### config.mk
export PLATFORM = sky130hd
export DESIGN_NAME = seg7_scan_ctrl_flat
export DESIGN_NICKNAME = d
export VERILOG_FILES = /design/src/rtl/seg7_scan_if.sv /design/src/rtl/seg7_scan_ctrl.sv /design/src/flat_wrapper.sv
export SDC_FILE = /design/constraint.sdc
export NUM_CORES = 1
export LEC_CHECK = 0
export ABC_AREA = 1
export CORE_ASPECT_RATIO = 1.25
export CORE_MARGIN = 5
export CORE_UTILIZATION = 56
export CTS_CLUSTER_DIAMETER = 40
export DETAILED_ROUTE_END_ITERATION = 8
export PLACE_DENSITY = 0.83
export SLEW_MARGIN = 20
export SYNTH_ARGS = -nofsm -noshare
export SYNTH_HDL_FRONTEND = slang
export SYNTH_SLANG_ARGS = --single-unit
### constraint.sdc
create_clock -name clk -period 6.06 [get_ports clk]
set_clock_uncertainty 0.1 [all_clocks]
set_input_delay 1.212 -clock clk [delete_from_list [all_inputs] [get_ports clk]]
set_output_delay 1.212 -clock clk [all_outputs]
set_load 0.005 [all_outputs]
### src/rtl/seg7_scan_if.sv
// Seven-segment scan controller bus: shadow-register load side plus the
// registered, active-low display drive side.
// Ports: data_i/dp_i/en_i/load_i (frame content), lz_blank_i/bright_i (live
// controls), CAT/DP/AN (segment, decimal point, anode drive), frame_o (pulse).
interface seg7_scan_if #(
  parameter int NUM_DIGITS   = 8,
  parameter int BRIGHT_WIDTH = 4
);
  logic [4*NUM_DIGITS-1:0] data_i;
  logic                    load_i;
  logic [NUM_DIGITS-1:0]   dp_i;
  logic [NUM_DIGITS-1:0]   en_i;
  logic                    lz_blank_i;
  logic [BRIGHT_WIDTH-1:0] bright_i;
  logic [6:0]              CAT;
  logic                    DP;
  logic [NUM_DIGITS-1:0]   AN;
  logic                    frame_o;

  // Driver of frame content and controls (the system side).
  modport master (
    output data_i, load_i, dp_i, en_i, lz_blank_i, bright_i,
    input  CAT, DP, AN, frame_o
  );

  // The scan controller itself.
  modport slave (
    input  data_i, load_i, dp_i, en_i, lz_blank_i, bright_i,
    output CAT, DP, AN, frame_o
  );
endinterface

### src/rtl/seg7_scan_ctrl.sv
// Multiplexed hex seven-segment scan controller with tear-free frame update,
// leading-zero blanking and PWM brightness. All outputs registered, 1 clock
// after the scan state; no backpressure (load_i is always accepted).
// Ports: clk, rst_i (async active-high), bus (seg7_scan_if.slave).
module seg7_scan_ctrl #(
  parameter int NUM_DIGITS     = 8,
  parameter int REFRESH_CLOCKS = 200_000,
  parameter int BRIGHT_WIDTH   = 4
) (
  input logic        clk,
  input logic        rst_i,
  seg7_scan_if.slave bus
);
  localparam int CNT_W = $clog2(REFRESH_CLOCKS);
  localparam int DIG_W = $clog2(NUM_DIGITS);

  logic [CNT_W-1:0]        cnt;
  logic [DIG_W-1:0]        dig;
  logic [BRIGHT_WIDTH-1:0] pwm;

  // Shadow registers take load_i; display registers only change at frame wrap.
  logic [4*NUM_DIGITS-1:0] sh_data, disp_data;
  logic [NUM_DIGITS-1:0]   sh_dp, disp_dp;
  logic [NUM_DIGITS-1:0]   sh_en, disp_en;

  logic                    slot_end;
  logic                    frame_wrap;
  logic [3:0]              nib;
  logic [NUM_DIGITS-1:0]   zero_from;
  logic                    all_zero;
  logic                    lz_hit;
  logic                    lit;

  function automatic logic [6:0] glyph(input logic [3:0] v);
    case (v)
      4'h0: glyph = 7'h01;
      4'h1: glyph = 7'h4F;
      4'h2: glyph = 7'h12;
      4'h3: glyph = 7'h06;
      4'h4: glyph = 7'h4C;
      4'h5: glyph = 7'h24;
      4'h6: glyph = 7'h20;
      4'h7: glyph = 7'h0F;
      4'h8: glyph = 7'h00;
      4'h9: glyph = 7'h04;
      4'hA: glyph = 7'h08;
      4'hB: glyph = 7'h60;
      4'hC: glyph = 7'h31;
      4'hD: glyph = 7'h42;
      4'hE: glyph = 7'h30;
      default: glyph = 7'h38;
    endcase
  endfunction

  assign slot_end   = (cnt == CNT_W'(REFRESH_CLOCKS - 1));
  assign frame_wrap = slot_end && (dig == DIG_W'(NUM_DIGITS - 1));
  assign nib        = disp_data[{dig, 2'b00} +: 4];

  // zero_from[k] = nibbles k..NUM_DIGITS-1 are all zero (suffix AND from the top).
  always_comb begin
    zero_from = '0;
    all_zero  = 1'b1;
    for (int k = NUM_DIGITS - 1; k >= 0; k--) begin
      all_zero     = all_zero && (disp_data[4*k +: 4] == 4'h0);
      zero_from[k] = all_zero;
    end
  end

  // Digit 0 is never blanked so an all-zero value still shows "0".
  assign lz_hit = bus.lz_blank_i && (dig != '0) && zero_from[dig];
  assign lit    = disp_en[dig] && (pwm <= bus.bright_i) && !lz_hit;

  always_ff @(posedge clk or posedge rst_i) begin
    if (rst_i) begin
      cnt         <= '0;
      dig         <= '0;
      pwm         <= '0;
      sh_data     <= '0;
      sh_dp       <= '0;
      sh_en       <= '0;
      disp_data   <= '0;
      disp_dp     <= '0;
      disp_en     <= '0;
      bus.AN      <= '1;
      bus.CAT     <= 7'h7F;
      bus.DP      <= 1'b1;
      bus.frame_o <= 1'b0;
    end else begin
      cnt <= slot_end ? '0 : cnt + CNT_W'(1);
      if (slot_end) begin
        dig <= frame_wrap ? '0 : dig + DIG_W'(1);
      end
      pwm <= pwm + BRIGHT_WIDTH'(1);

      if (bus.load_i) begin
        sh_data <= bus.data_i;
        sh_dp   <= bus.dp_i;
        sh_en   <= bus.en_i;
      end

      // A load landing on the wrap cycle bypasses the shadow so it is not
      // delayed by a whole frame.
      if (frame_wrap) begin
        disp_data <= bus.load_i ? bus.data_i : sh_data;
        disp_dp   <= bus.load_i ? bus.dp_i   : sh_dp;
        disp_en   <= bus.load_i ? bus.en_i   : sh_en;
      end

      bus.frame_o <= frame_wrap;

      if (lit) begin
        bus.AN  <= ~(NUM_DIGITS'(1) << dig);
        bus.CAT <= glyph(nib);
        bus.DP  <= ~disp_dp[dig];
      end else begin
        bus.AN  <= '1;
        bus.CAT <= 7'h7F;
        bus.DP  <= 1'b1;
      end
    end
  end
endmodule

### src/flat_wrapper.sv
// flat-port wrapper written by rule: the top's interface ports become plain ports
module seg7_scan_ctrl_flat 
#(
  parameter int NUM_DIGITS     = 8,
  parameter int REFRESH_CLOCKS = 200_000,
  parameter int BRIGHT_WIDTH   = 4
)
  (clk, rst_i, bus_data_i, bus_load_i, bus_dp_i, bus_en_i, bus_lz_blank_i, bus_bright_i, bus_CAT, bus_DP, bus_AN, bus_frame_o);
  seg7_scan_if #(.NUM_DIGITS(NUM_DIGITS), .BRIGHT_WIDTH(BRIGHT_WIDTH)) bus_i ();
  input logic clk;
  input logic rst_i;
  input wire logic [$bits(bus_i.data_i)-1:0] bus_data_i;
  input wire logic [$bits(bus_i.load_i)-1:0] bus_load_i;
  input wire logic [$bits(bus_i.dp_i)-1:0] bus_dp_i;
  input wire logic [$bits(bus_i.en_i)-1:0] bus_en_i;
  input wire logic [$bits(bus_i.lz_blank_i)-1:0] bus_lz_blank_i;
  input wire logic [$bits(bus_i.bright_i)-1:0] bus_bright_i;
  output wire logic [$bits(bus_i.CAT)-1:0] bus_CAT;
  output wire logic [$bits(bus_i.DP)-1:0] bus_DP;
  output wire logic [$bits(bus_i.AN)-1:0] bus_AN;
  output wire logic [$bits(bus_i.frame_o)-1:0] bus_frame_o;
  assign bus_i.data_i = bus_data_i;
  assign bus_i.load_i = bus_load_i;
  assign bus_i.dp_i = bus_dp_i;
  assign bus_i.en_i = bus_en_i;
  assign bus_i.lz_blank_i = bus_lz_blank_i;
  assign bus_i.bright_i = bus_bright_i;
  assign bus_CAT = bus_i.CAT;
  assign bus_DP = bus_i.DP;
  assign bus_AN = bus_i.AN;
  assign bus_frame_o = bus_i.frame_o;
  seg7_scan_ctrl #(.NUM_DIGITS(NUM_DIGITS), .REFRESH_CLOCKS(REFRESH_CLOCKS), .BRIGHT_WIDTH(BRIGHT_WIDTH)) u_core (.clk(clk), .rst_i(rst_i), .bus(bus_i));
endmodule
Word-level counts from Yosys, hierarchy flattened
Memories as Yosys holds them, arrays and structs flattened.
Cells that the tools add are included.
Storage, ports and cells
  register bits after elaboration: 138
  memory bits (read-only): 112
  memories: 1
  word-level logic and storage cells: 61
  output and inout bits: 17
Memory list
  (name not given): words 16, bits a word 7, rd ports 1, clocked after memory_dff 0, wr ports 0, RTL line seg7_scan_ctrl.sv:35  | case (v)
Cells by class
  bitwise logic cells: 2
  order comparisons: 2
  $add $sub $neg: 3
  reductions and logical operators: 22
  eq/ne operators: 2
  shifts and indexed selects: 2
  multiplexer cells: 14
Operator list (count)
  zero test 4 bit: 8
  2-to-1 mux 32 bit: 1
  indexed part select 32 x 6 -> 4 bit: 1
  2-to-1 mux 8 bit: 3
  adder 18 x 1 -> 18 bit (second input constant): 1
  == test 18 bit (second input constant): 1
  2-to-1 mux 18 bit: 1
  logical AND 1 bit: 12
  binary-select mux 1 bit (select 3 bit): 3
  inverter 8 bit: 1
  << shifter 1 x 3 -> 8 bit (first input constant): 1
  2-to-1 mux 7 bit: 1
  adder 4 x 1 -> 4 bit (second input constant): 1
  <= comparator 4 bit: 1
  less-than comparator 3 x 4 -> 1 bit (second input constant): 1
  2-to-1 mux 1 bit: 4
  adder 3 x 1 -> 3 bit (second input constant): 1
  == test 3 bit (second input constant): 1
  2-to-1 mux 3 bit: 1
  nonzero test 3 bit: 1
  zero test 1 bit: 1
  inverter 1 bit: 1

Depth between registers and ports, before layout
  word-level depth: 14
  gate-level depth with buffers: 12
  mapped depth without buffers: 11

Worst setup path after synthesis
Ideal clock, no wire load.
  path kind: input-to-reg
  start point: in bus_bright_i[1]
  end point: reg u_core.bus.AN[1]
  arrival: 2.392 ns
  setup slack: 3.473 ns
  cell stages on the path: 11
  buffers on the path: 1
  data required time: 5.866 ns
  path through: inv_1 > ha_1 > inv_1 > nor2_1 > o21ai_0 > nand2_1 > nand2_1 > nand3_1 > a21oi_2 > buf_2 > nand3_1
On the way
  longest elaborated chain between the ends: 4
RTL lines
  from (decl): RTL line flat_wrapper.sv:17  | input wire logic [$bits(bus_i.bright_i)-1:0] bus_bright_i;
  <= comparator 4 bit: RTL line seg7_scan_ctrl.sv:71  | assign lit = disp_en[dig] && (pwm <= bus.bright_i) && !lz_hit;
  logical AND 1 bit (2 in a row): RTL line seg7_scan_ctrl.sv:71
  2-to-1 mux 8 bit: RTL line seg7_scan_ctrl.sv:111  | if (lit) begin
  to (signal assigned): RTL line seg7_scan_ctrl.sv:112  | bus.AN <= ~(NUM_DIGITS'(1) << dig);
  to (decl): RTL line seg7_scan_if.sv:29  | output CAT, DP, AN, frame_o
Every way passes these cells.
A chain may end at the register's enable or synchronous reset.

Final worst setup path
  start point: in bus_bright_i[1]
  end point: reg u_core.bus.DP
On the way
  longest elaborated chain between the ends: 4
RTL lines
  <= comparator 4 bit: RTL line seg7_scan_ctrl.sv:71
  logical AND 1 bit (2 in a row): RTL line seg7_scan_ctrl.sv:71
  2-to-1 mux 1 bit: RTL line seg7_scan_ctrl.sv:111
  to (signal assigned): RTL line seg7_scan_ctrl.sv:114  | bus.DP <= ~disp_dp[dig];
  to (decl): RTL line seg7_scan_if.sv:29
Every way passes these cells.

==> run_results.csv <==
group,metric,value,unit
outcome,run_status,"finished clean",
routing,route.detailed.drc,0,
yosys,synth.avg_cell_area,9.44,sq um
clock_tree,clk_path_buf_depth,2,
routing,first_pass_iters,5,
worst_hold_path,hold_class,"flop to flop",
yosys,yosysUniqueCellTypes,30,
timing,rsz0062_at_grt,"no",
routing,wl_per_cell,16.0,um
yosys,synth-seq-area-share,53.2,%
placed_design,portBuffers,72,
routing,drtIter0Drc,346,
yosys,synth-edff-count,0,
setup_path,r2r-end,"u_core.bus.CAT[3]$_DFF_PP1_",
yosys,synth_top_cell_by_area,"dfrtp_1",
finish,postLayoutCoreUtil,68.9,%
timing,post-route-period-util,49.2,%
yosys,synth_common_cells,"nand2_1 (172), dfrtp_1 (122), inv_1 (74)",
setup_path,reg2regPathDepth,10,
timing,worst_pin_slew,1.03,ns
global_routing,grt_max_degree,75,
floorplan,start_util,56.8,%
timing,fmax,0.335,GHz
yosys,synth_fp_nets,766,
setup_path,regToRegSetupSlack,3.08,ns
timing,tns,0,ns
placed_design,hpwl,10100,um
yosys,ys_ff_latch,138,
global_routing,grt_pass1_vias,5139,
finish,syn_to_final_growth,21.3,%
setup_path,crit_fanout,16,
yosys,synth.area.top_cells,"dfrtp_1 (47%), nand2_1 (9.9%), mux2_2 (8.3%), dfstp_2 (6.4%), nand3_1 (5.0%)",
timing,fin_crit,2.98,ns
floorplan,ioPinCount,73,
global_routing,grt-ovfl-total,0,
floorplan,die_h,131,um
clock_tree,clkSlewWorstSetupHoldPaths,0.06,ns
setup_path,critical_path_class,"primary input to flop",
yosys,synth_most_common_cell,"nand2_1",
yosys,syn_inst,692,
setup_path,worstPathRequired,6.27,ns
clock_tree,clock_sinks,138,
global_routing,grt_pass1_wl,24600,um
setup_path,r2r_start,"u_core.dig[0]$_DFFE_PP0P_",
global_routing,antenna_found_initial,0,
timing,hold_violations,0,
timing,finalSetupViolCount,0,
timing,relSlewSlack,31.5,%
yosys,yosys_warnings,0,
pwr,cellPowerDensity,274,nW/um^2
finish,finalNetCount,835,
yosys,synth_top_area_share,46.7,%
clock_tree,cts_tree,"done",
floorplan,core,11500,sq um
floorplan,row_count,44,
setup_path,worst_setup_path_end_kind,"flop",
global_routing,grt_use_total,22.5,%
timing,report.final.slew_viol_count,0,
finish,drive_gt1_share,18.3,%
floorplan,die_w,107,um
clock_tree,ctsRootBufferMaster,"clkbuf_16",
clock_tree,post_cts_resized,0,
clock_tree,insertion_delay,0.42,ns
routing,vias,4981,
routing,ant_nets,0,
worst_hold_path,hold_path_startpoint,"u_core.pwm[3]$_DFF_PP0_",
pwr,irDropWorstVdd,0.183,mV
placed_design,place.gp.congestion,0.893,
clock_tree,numCtsBuffers,17,
setup_path,critPathLaunchType,"primary input",
clock_tree,cts_setup_buffers,0,
yosys,async_flop_share,100,%
clock_tree,cts_hold_buf,0,
pwr,p_leak,3.63,nW
worst_hold_path,holdPathEnd,"u_core.pwm[3]$_DFF_PP0_",
routing,postRouteWirelength,14600,um
routing,drt-vias-per-instance,5.46,
worst_hold_path,min_path_cells,1,
yosys,synth_top_flop_cell,"dfrtp_1",
finish,n_antenna_cell,0,
setup_path,cp.arrival,3.19,ns
yosys,syn_area,6530,sq um
floorplan,fp.dieArea,13900,sq um
clock_tree,htreeDepth,4,
run,drv_cap,0,
-- where the power goes --
| part | leakage, nW | switching, mW | total, mW | internal, mW |
|---|---|---|---|---|
| logic | 1.85 | 0.0516 | 0.115 | 0.0638 |
| clock network | 0.292 | 0.402 | 1.09 | 0.688 |
| registers | 1.49 | 0.00871 | 0.964 | 0.956 |
| total | 3.63 | 0.462 | 2.17 | 1.71 |
-- worst max path at each step --
stage / from / endpoint
after floorplan: rst_i / u_core.bus.frame_o$_DFF_PP0_
after global placement: bus_bright_i[1] / u_core.bus.CAT[2]$_DFF_PP1_
after detailed placement: bus_bright_i[1] / u_core.bus.AN[2]$_DFF_PP1_
after CTS: bus_bright_i[1] / u_core.bus.AN[2]$_DFF_PP1_
after global routing: bus_bright_i[1] / u_core.bus.CAT[6]$_DFF_PP1_
final: bus_bright_i[1] / u_core.bus.DP$_DFF_PP1_
-- metrics by stage --
| step | hold slack, ns | setup WS (ns) | cells | power (mW) | area, sq um |
|---|---|---|---|---|---|
| after floorplan | 0.341 | 1.08 | 692 | 1.04 | 6530 |
| after global placement | 0.358 | 2.85 | 880 | 1.09 | 7300 |
| after detailed placement | 0.361 | 2.64 | 880 | 1.10 | 7300 |
| after CTS | 0.376 | 3.08 | 912 | 2.19 | 7920 |
| after global routing | 0.396 | 2.84 | 912 | 2.24 | 7920 |
| final | 0.381 | 3.08 | 912 | 2.17 | 7920 |
-- routing by layer --
layer / GRT usage, % / wire length, um / vias up
met1: 26.3 / 5820 / 2411
met5: 0 / 0 / -
met3: 5.50 / 675 / 46
li1: - / - / 2357
met2: 40.0 / 7710 / 167
met4: 9.33 / 393 / 0
-- area by class of cell --
cell class / instances / area, sq um
Clock inverter: 15 / 199
Timing Repair Buffer: 76 / 746
Tap cell: 138 / 173
Fill cell: 838 / 3580
Multi-Input combinational cell: 453 / 2620
Sequential cell: 138 / 3470
Inverter: 75 / 285
Clock buffer: 17 / 425
-- registers in the layout, summed over array words and instances, names as in the netlist --
name	cells
u_core.pwm	4
u_core.disp_dp	8
u_core.bus.frame_o	1
u_core.disp_data	32
u_core.sh_en	8
u_core.disp_en	8
u_core.sh_dp	8
u_core.dig	3
u_core.cnt	18
u_core.bus.CAT	7
u_core.sh_data	32
u_core.bus.DP	1
u_core.bus.AN	8
-- critical path, cell delays in order --
cell and delay, ns:
clkdlybuf4s50_1 0.45, inv_1 0.04, ha_1 0.29, inv_1 0.06, nor2_1 0.03, o21ai_0 0.19
nand2_1 0.09, nand2_1 0.09, nand3_1 0.08, a21oi_2 0.50, nand3_1 0.16
-- placed cells by master (no fill, tap or decap), drive strengths merged, types with 2 or more instances in the layout --
cell | synthesis | final
mux2 | 48 | 48
buf | 18 | 5
nand2 | 186 | 186
bufinv | 0 | 4
inv | 74 | 76
o211ai | 2 | 2
nand4 | 5 | 5
clkdlybuf4s50 | 0 | 71
ha | 18 | 18
clkbuf | 8 | 17
nand3 | 65 | 65
o21ai | 51 | 51
dfrtp | 122 | 122
xor2 | 11 | 11
clkinvlp | 0 | 5
clkinv | 1 | 5
a21oi | 8 | 8
xnor2 | 2 | 2
nor2 | 43 | 43
nor3 | 12 | 12
dfstp | 16 | 16
-- kinds of logic after synthesis --
logic type	Yosys count	share of synthesized area [%]
AOI/OAI and AO/OA	61	5.96
buffers and inverters	101	6.67
xor gates and xnor gates	13	1.74
and+or+nand+nor	313	20.7
DFF	138	53.2
adders and majority gates	18	3.45
muxes	48	8.28
(Power assumes the default switching activity.)
